<file path="src/rtl/ahb_apb_pkg.sv">
`default_nettype none
// ============================================================================
//  Module   : ahb_apb_pkg
//  Brief    : Shared AHB encodings and bridge state type for ahb_apb_bridge_gen2
//  Revision : 1.0  initial release
// ============================================================================
package ahb_apb_pkg;

  localparam logic [1:0] HTRANS_IDLE   = 2'b00;
  localparam logic [1:0] HTRANS_BUSY   = 2'b01;
  localparam logic [1:0] HTRANS_NONSEQ = 2'b10;
  localparam logic [1:0] HTRANS_SEQ    = 2'b11;

  localparam logic [1:0] HRESP_OKAY  = 2'b00;
  localparam logic [1:0] HRESP_ERROR = 2'b01;

  typedef enum logic [2:0] {
    ST_IDLE   = 3'd0,
    ST_SETUP  = 3'd1,
    ST_ACCESS = 3'd2,
    ST_ERR1   = 3'd3,
    ST_ERR2   = 3'd4
  } bridge_state_t;

endpackage
`default_nettype wire

</file>
<file path="src/rtl/apb_slave_decode.sv">
`default_nettype none
// ============================================================================
//  Module   : apb_slave_decode
//  Brief    : Maps an AHB address onto a contiguous window of NSLV APB slaves
//  Revision : 1.0  initial release
// ============================================================================
module apb_slave_decode #(
  parameter int                ADDR_W     = 32,
  parameter int                NSLV       = 4,
  parameter logic [ADDR_W-1:0] BASE       = 32'h8000_0000,
  parameter int                REGION_LG2 = 24
) (
  input  logic [ADDR_W-1:0] i_addr,
  output logic              o_hit,
  output logic [NSLV-1:0]   o_sel
);

  logic [ADDR_W-1:0] w_off;
  logic [ADDR_W-1:0] w_idx;

  // The base comparison guards against the subtraction wrapping below BASE.
  assign w_off = i_addr - BASE;
  assign w_idx = w_off >> REGION_LG2;
  assign o_hit = (i_addr >= BASE) && (w_idx < ADDR_W'(NSLV));

  always_comb begin
    o_sel = '0;
    for (int i = 0; i < NSLV; i++) begin
      o_sel[i] = o_hit && (w_idx == ADDR_W'(i));
    end
  end

endmodule
`default_nettype wire

</file>
<file path="src/rtl/ahb_apb_bridge_gen2.sv">
`default_nettype none
// ============================================================================
//  Module   : ahb_apb_bridge_gen2
//  Brief    : AHB slave to NSLV APB3 peripherals with wait, error and timeout
//  Revision : 1.0  initial release
// ============================================================================
module ahb_apb_bridge_gen2
  import ahb_apb_pkg::*;
#(
  parameter int                ADDR_W     = 32,
  parameter int                DATA_W     = 32,
  parameter int                NSLV       = 4,
  parameter logic [ADDR_W-1:0] BASE       = 32'h8000_0000,
  parameter int                REGION_LG2 = 24,
  parameter int                TIMEOUT    = 255
) (
  input  logic              Hclk,
  input  logic              Hresetn,
  input  logic              Hwrite,
  input  logic              Hreadyin,
  input  logic [1:0]        Htrans,
  input  logic [ADDR_W-1:0] Haddr,
  input  logic [DATA_W-1:0] Hwdata,
  output logic              Hreadyout,
  output logic [1:0]        Hresp,
  output logic [DATA_W-1:0] Hrdata,
  output logic [NSLV-1:0]   Pselx,
  output logic              Penable,
  output logic              Pwrite,
  output logic [ADDR_W-1:0] Paddr,
  output logic [DATA_W-1:0] Pwdata,
  input  logic [DATA_W-1:0] Prdata,
  input  logic              Pready,
  input  logic              Pslverr
);

  localparam int CNT_W = (TIMEOUT > 1) ? $clog2(TIMEOUT + 1) : 1;

  bridge_state_t     r_state;
  logic [NSLV-1:0]   r_pselx;
  logic              r_penable;
  logic              r_pwrite;
  logic [ADDR_W-1:0] r_paddr;
  logic [DATA_W-1:0] r_pwdata;
  logic [DATA_W-1:0] r_hrdata;
  logic [1:0]        r_hresp;
  logic              r_hreadyout;
  logic [CNT_W-1:0]  r_cnt;

  logic              w_valid;
  logic              w_hit;
  logic [NSLV-1:0]   w_sel;
  logic [CNT_W-1:0]  w_cnt_next;
  logic              w_timeout;
  logic              w_unused;

  apb_slave_decode #(
    .ADDR_W     (ADDR_W),
    .NSLV       (NSLV),
    .BASE       (BASE),
    .REGION_LG2 (REGION_LG2)
  ) u_decode (
    .i_addr (Haddr),
    .o_hit  (w_hit),
    .o_sel  (w_sel)
  );

  // Only NONSEQ/SEQ carry a transfer; BUSY is treated like IDLE.
  assign w_valid    = Hreadyin & Htrans[1] & r_hreadyout;
  assign w_unused   = Htrans[0];
  assign w_cnt_next = r_cnt + 1'b1;
  assign w_timeout  = (TIMEOUT != 0) && (w_cnt_next == CNT_W'(TIMEOUT));

  always_ff @(posedge Hclk or negedge Hresetn) begin
    if (!Hresetn) begin
      r_state     <= ST_IDLE;
      r_pselx     <= '0;
      r_penable   <= 1'b0;
      r_pwrite    <= 1'b0;
      r_paddr     <= '0;
      r_pwdata    <= '0;
      r_hrdata    <= '0;
      r_hresp     <= HRESP_OKAY;
      r_hreadyout <= 1'b1;
      r_cnt       <= '0;
    end else begin
      case (r_state)
        ST_IDLE: begin
          if (w_valid) begin
            r_hreadyout <= 1'b0;
            if (w_hit) begin
              r_pselx  <= w_sel;
              r_paddr  <= Haddr;
              r_pwrite <= Hwrite;
              r_state  <= ST_SETUP;
            end else begin
              r_hresp <= HRESP_ERROR;
              r_state <= ST_ERR1;
            end
          end
        end
        ST_SETUP: begin
          r_pwdata  <= Hwdata;
          r_penable <= 1'b1;
          r_cnt     <= '0;
          r_state   <= ST_ACCESS;
        end
        ST_ACCESS: begin
          if (Pready) begin
            r_pselx   <= '0;
            r_penable <= 1'b0;
            if (Pslverr) begin
              r_hresp <= HRESP_ERROR;
              r_state <= ST_ERR1;
            end else begin
              if (!r_pwrite) r_hrdata <= Prdata;
              r_hreadyout <= 1'b1;
              r_state     <= ST_IDLE;
            end
          end else if (w_timeout) begin
            r_pselx   <= '0;
            r_penable <= 1'b0;
            r_hresp   <= HRESP_ERROR;
            r_state   <= ST_ERR1;
          end else begin
            r_cnt <= w_cnt_next;
          end
        end
        ST_ERR1: begin
          r_hreadyout <= 1'b1;
          r_state     <= ST_ERR2;
        end
        ST_ERR2: begin
          r_hresp <= HRESP_OKAY;
          r_state <= ST_IDLE;
        end
        default: r_state <= ST_IDLE;
      endcase
    end
  end

  // Hwdata is the AHB data phase of the accepted write, so it is already
  // stable during SETUP; forward it there and hold the captured copy after.
  assign Pwdata    = (r_state == ST_SETUP) ? Hwdata : r_pwdata;
  assign Pselx     = r_pselx;
  assign Penable   = r_penable;
  assign Pwrite    = r_pwrite;
  assign Paddr     = r_paddr;
  assign Hrdata    = r_hrdata;
  assign Hresp     = r_hresp;
  assign Hreadyout = r_hreadyout;

endmodule
`default_nettype wire

</file>
<file path="config.mk">
export PLATFORM = sky130hd
export DESIGN_NAME = ahb_apb_bridge_gen2
export DESIGN_NICKNAME = d
export VERILOG_FILES = /design/src/rtl/ahb_apb_pkg.sv /design/src/rtl/apb_slave_decode.sv /design/src/rtl/ahb_apb_bridge_gen2.sv
export SDC_FILE = /design/constraint.sdc
export NUM_CORES = 1
export LEC_CHECK = 0
export ABC_AREA = 1
export BUFFER_PORTS_ARGS = -buffer_cell sky130_fd_sc_hd__clkbuf_2
export CORE_MARGIN = 1.5
export CORE_UTILIZATION = 47
export DETAILED_ROUTE_END_ITERATION = 10
export PLACE_DENSITY = 0.84
export SKIP_CTS_REPAIR_TIMING = 1
export SLEW_MARGIN = 5
export SYNTH_ARGS = -nofsm -noshare
export SYNTH_HDL_FRONTEND = slang
export SYNTH_SLANG_ARGS = --single-unit
</file>
<file path="constraint.sdc">
create_clock -name Hclk -period 2 [get_ports Hclk]
set_clock_uncertainty 0.1 [all_clocks]
set_input_delay 0.4 -clock Hclk [delete_from_list [all_inputs] [get_ports Hclk]]
set_output_delay 0.4 -clock Hclk [all_outputs]
set_load 0.01 [all_outputs]
</file>
# Word level (Yosys, flattened, before mapping)
# Index checks and enable logic that the tools add are counted.
# W data, S select, Z words.
dict set report classes {
  add_sub_neg 2
  order_cmp 2
  n_eq_ne 17
  n_mux 28
  n_bitwise 4
  n_reduce_logical 19
}
# operator n
set op_table {}
lappend op_table {{$ge A32 B32 Y1 const B} 1}
lappend op_table {{$logic_not A32 Y1} 1}
lappend op_table {{$mux W32} 1}
lappend op_table {{$sub A32 B32 Y32 const B} 1}
lappend op_table {{$eq A8 B2 Y1 const B} 2}
lappend op_table {{$mux W4} 4}
lappend op_table {{$mux W8} 2}
lappend op_table {{$pmux W8 S2} 1}
lappend op_table {{$mux W2} 7}
lappend op_table {{$ne A2 B2 Y1 const B} 6}
lappend op_table {{$pmux W3 S4} 1}
lappend op_table {{$reduce_and A4 Y1} 3}
lappend op_table {{$mux W3} 3}
lappend op_table {{$add A8 B1 Y8 const B} 1}
lappend op_table {{$eq A8 B1 Y1 const B} 1}
lappend op_table {{$eq A8 B8 Y1 const B} 1}
lappend op_table {{$lt A8 B3 Y1 const B} 1}
lappend op_table {{$pmux W4 S2} 1}
lappend op_table {{$eq A3 B2 Y1 const B} 2}
lappend op_table {{$ne A3 B3 Y1 const B} 2}
lappend op_table {{$pmux W2 S3} 1}
lappend op_table {{$reduce_and A3 Y1} 2}
lappend op_table {{$reduce_bool A3 Y1} 2}
lappend op_table {{$logic_and A1 B1 Y1} 5}
lappend op_table {{12 further kinds} 20}
dict set report word_totals {
  reg_bits 116
  in_bits 104
  output_inout_bits 105
  wordCells 82
}

# Depth between registers and ports, before layout
dict set report depth {
  ltp_word 7
  ltp_mapped 12
  ltp_nobuf 12
}

# By module
# A second synthesis with hierarchy kept.
dict set report hier_totals {
  cells_unflattened 439
  area_unflattened_um2 4840.9
}
# mod instances cells_per_inst area_each_um2
set by_module_without_submodules {}
lappend by_module_without_submodules {ahb_apb_bridge_gen2 1 423 4767.1}
lappend by_module_without_submodules {apb_slave_decode 1 16 73.8}

# Worst setup path after synthesis
# Ideal clock, no wire load.
dict set report synth_path {
  kind {register -> output}
  startpoint {reg r_state[1]}
  endpoint {out Pwdata[11]}
  t_arrival_ns 1.367
  required_ns 1.500
  setup_slack_ns 0.133
  path_stages_with_launch 7
  cell_sequence {dfrtp_1 > nor3_2 > inv_1 > buf_2 > buf_1 > nand2_1 > nand2_1}
}
dict set report synth_via {
  elab_chain_len 2
}
# element line
set synth_lines {}
lappend synth_lines {{from (decl)} ahb_apb_bridge_gen2.sv:39} ;# bridge_state_t r_state;
lappend synth_lines {{from (signal assigned)} ahb_apb_bridge_gen2.sv:76} ;# r_state <= ST_IDLE;
lappend synth_lines {{from (signal assigned)} ahb_apb_bridge_gen2.sv:95} ;# r_state <= ST_SETUP;
lappend synth_lines {{from (signal assigned)} ahb_apb_bridge_gen2.sv:98} ;# r_state <= ST_ERR1;
lappend synth_lines {{$eq A3 B1 Y1} ahb_apb_bridge_gen2.sv:144} ;# assign Pwdata = (r_state == ST_SETUP) ? Hwdata : r_pwdata;
lappend synth_lines {{$mux W32} -}
lappend synth_lines {{to (decl)} ahb_apb_bridge_gen2.sv:31} ;# output logic [DATA_W-1:0] Pwdata,
# No other way between the ends.

# Final worst setup path
dict set report layout_path {
  startpoint {reg r_state[0]}
  endpoint {out Pwdata[25]}
}
# Same word-level chain as after synthesis.

==> flow_summary.json <==
{
  "synth_area_per_cell_um2": 9.69,
  "synth.largest_area_cell": "dfrtp_1",
  "numPortBuffers": 206,
  "drt-total-wl_um": 12200,
  "grt_pass1_vias": 3704,
  "num_rows": 36,
  "final_util_pct": 74.1,
  "clkLatencyLatePin_ns": 0.50,
  "p_sw_w": 0.00375,
  "antenna_found_initial": 0,
  "cp-start-kind": "flip-flop",
  "placed_area_mm2": 0.00588,
  "stdcell_area_mm2": 0.00721,
  "cp_max_fo": 7,
  "p_seq_share_pct": 33.4,
  "die_h_um": 103,
  "cp-end-kind": "output port",
  "slowest_delay_ns": 0.38,
  "first_pass_iters": 4,
  "synth.distinct_cells": 30,
  "syn-cell-area_mm2": 0.00467,
  "syn_nets": 588,
  "hold_viol": 2,
  "cts_buffers": 17,
  "h-tree-depth": 4,
  "grt_remaining_overflow": 0,
  "clock_path_buffers": 2,
  "vias": 4245,
  "slowest_stage": "dfrtp_1",
  "p_int_w": 0.00692,
  "first_iter_violations": 125,
  "grt_max_degree": 38,
  "area_delta_synth_final_pct": 54.4,
  "wl_per_cell_um": 13.7,
  "power_frac_comb_pct": 40.7,
  "drtAntennaViolNets": 0,
  "ys_ff_latch": 115,
  "drc": 0,
  "swShare_pct": 35.1,
  "root_buffer": "clkbuf_8",
  "hpwl_um": 8070,
  "io_pins": 209,
  "cp_top_family": "buffers and inverters",
  "yosysSeqAreaShare_pct": 61.6,
  "grt_usage_pct": 20.1,
  "critPathRequiredTime_ns": 1.50,
  "drive_gt1_share_pct": 44.4,
  "vias_per_cell": 4.74,
  "layout_min_cycle_time_ns": 2.29,
  "synthCells": 482,
  "rsz0062_at_grt": "yes",
  "fmax_mhz": 436,
  "maxSlewViolCount": 0,
  "core-area_mm2": 0.00973,
  "cap_violations": 0,
  "crit_buf_inv": 5,
  "gp_congestion": 0.837,
  "yosys_warnings": 0,
  "violations": "negative hold slack, negative setup slack",
  "arrival_ns": 1.79,
  "num_antenna_cells": 0,
  "die_area_mm2": 0.0105,
  "crit_chain": "inv_2, nor3_4, buf_12, inv_8, clkbuf_16, nand2_1, nand2_1, buf_2",
  "cts.sinks": 115,
  "yosysTopAreaCellShare_pct": 61.1,
  "grt_pass1_wl_um": 16200,
  "crit_type": "flip-flop to output port",
  "pwr_density_cell_mw_per_mm2": 1480,
  "min_path_type": "input port to flip-flop",
  "final_cell_mix": "180 x clkbuf_2, 171 x nand2_1, 112 x dfrtp_1",
  "p_leak_nw": 3.92,
  "clkPwrFrac_pct": 26.0,
  "die_w_um": 103,
  "synth_area_leaders": "dfrtp_1 61%, nand2_1 17%, mux2_1 7.2%",
  "initial_utilization_pct": 48.0,
  "crit_top_cell": "nand2_1",
  "fin_crit_sh_pct": 115,
  "num-nets-final": 855,
  "worst_slack_ns": -0.294,
  "hold_ws_ns": -0.00311,
  "path_clk_slew_ns": 0.06,
  "cts_tree": "yes",
  "ir_drop_uv": 1080,
  "final_common_cell": "clkbuf_2",
  "status": "finished with violations",
  "setup_viol": 32
}
registers in the layout, summed over array words and instances, names as in the netlist:
register / count
Penable: 1
r_pwdata: 32
Hrdata: 32
r_state: 3
Hresp: 1
r_cnt: 8
Paddr: 32
Pselx: 4
Pwrite: 1
Hreadyout: 1
metal layers:
layer  GRT usage (%)  part of all wire [%]
met4            8.96                   1.2
met5               0                     0
met3            6.03                   7.1
met1            24.2                    41
met2            33.5                    50
path summary, 6_finish.rpt:
path | from | end | slack [ns] | depth (start not counted)
max | r_state[0]$_DFFE_PN0P_ | Pwdata[25] | -0.29 | 8
min | Haddr[1] | Paddr[1]$_DFFE_PN0P_ | -0.003 | 3
max reg2reg | r_state[0]$_DFFE_PN0P_ | Hrdata[0]$_DFFE_PN0P_ | 0.13 | 7
min reg2reg | Paddr[17]$_DFFE_PN0P_ | Paddr[17]$_DFFE_PN0P_ | 0.37 | 2
max in group asynchronous | Hresetn | Paddr[23]$_DFFE_PN0P_ | 0.97 | 3
min in group asynchronous | Hresetn | Hrdata[20]$_DFFE_PN0P_ | 0.24 | 2
Yosys cell counts:
| master | n |
|---|---|
| buf_1 | 1 |
| nand4_1 | 5 |
| ha_1 | 2 |
| nand2_1 | 209 |
| o41ai_1 | 1 |
| conb_1 | 1 |
| buf_2 | 8 |
| mux2_2 | 2 |
| nor2_1 | 21 |
| inv_1 | 26 |
| dfrtp_1 | 114 |
| o21ai_0 | 10 |
| clkbuf_1 | 6 |
| nor4_1 | 4 |
| buf_4 | 1 |
| nor3_1 | 5 |
| mux2_1 | 30 |
| inv_2 | 3 |
| dfstp_2 | 1 |
| buf_6 | 2 |
| nor2_2 | 3 |
| nor2_8 | 1 |
| nor3_2 | 1 |
| o31ai_1 | 1 |
| a21oi_1 | 4 |
| nand2_2 | 4 |
| o21ai_1 | 4 |
| nand3_1 | 10 |
| or2_2 | 1 |
| nand3_4 | 1 |
power by group through the flow:
stage          logic (W)  clock network [W]  registers (W)
2_1_floorplan    0.00159                  0        0.00364
3_3_place_gp     0.00301                  0        0.00346
3_5_place_dp     0.00309                  0        0.00352
4_1_cts          0.00311            0.00283        0.00349
5_1_grt          0.00475            0.00292        0.00364
6_report         0.00434            0.00277        0.00356
cell families (layout without fill, tap and decap cells):
group	after synthesis	in the layout	share of synthesized area [%]
adder cells (fa/ha/maj)	2	2	0.536
other	1	1	0.0803
AO/OA/AOI/OAI	20	20	2.28
multiplexers	32	32	7.71
buffers and inverters	47	326	4.39
flip-flops	115	115	61.6
AND/OR/NAND/NOR	265	266	23.4
stage by stage:
stage | setup slack, ns | total power (W) | setup TNS (ns) | cells | hold slack (ns)
floorplan | 0.133 | 0.00523 | 0 | 482 | 0.00441
global placement | 0.128 | 0.00647 | 0 | 813 | 0.188
detailed placement | 0.0719 | 0.00662 | 0 | 813 | 0.188
CTS | -0.485 | 0.00943 | -13.99 | 845 | -0.351
global route | -0.369 | 0.0113 | -10.92 | 895 | 0.00126
finish | -0.294 | 0.0107 | -8.44 | 895 | -0.00311
tightest hold or removal path, delay by kind of cell:
kind / cells / cell delay, ns
buffers and inverters: 1 / 0.08
and+or+nand+nor: 2 / 0.09
area by class of cell:
class                   count  area (µm²)
flip-flops and latches    115        2880
fillers                   687        2520
repair buffers            265        1760
multi-input cells         321        1730
clock buffers              18         418
well taps                 133         166
clock inverters            14         133
inverters                  29         116
Note: power is estimated with default switching activity, not from simulation.
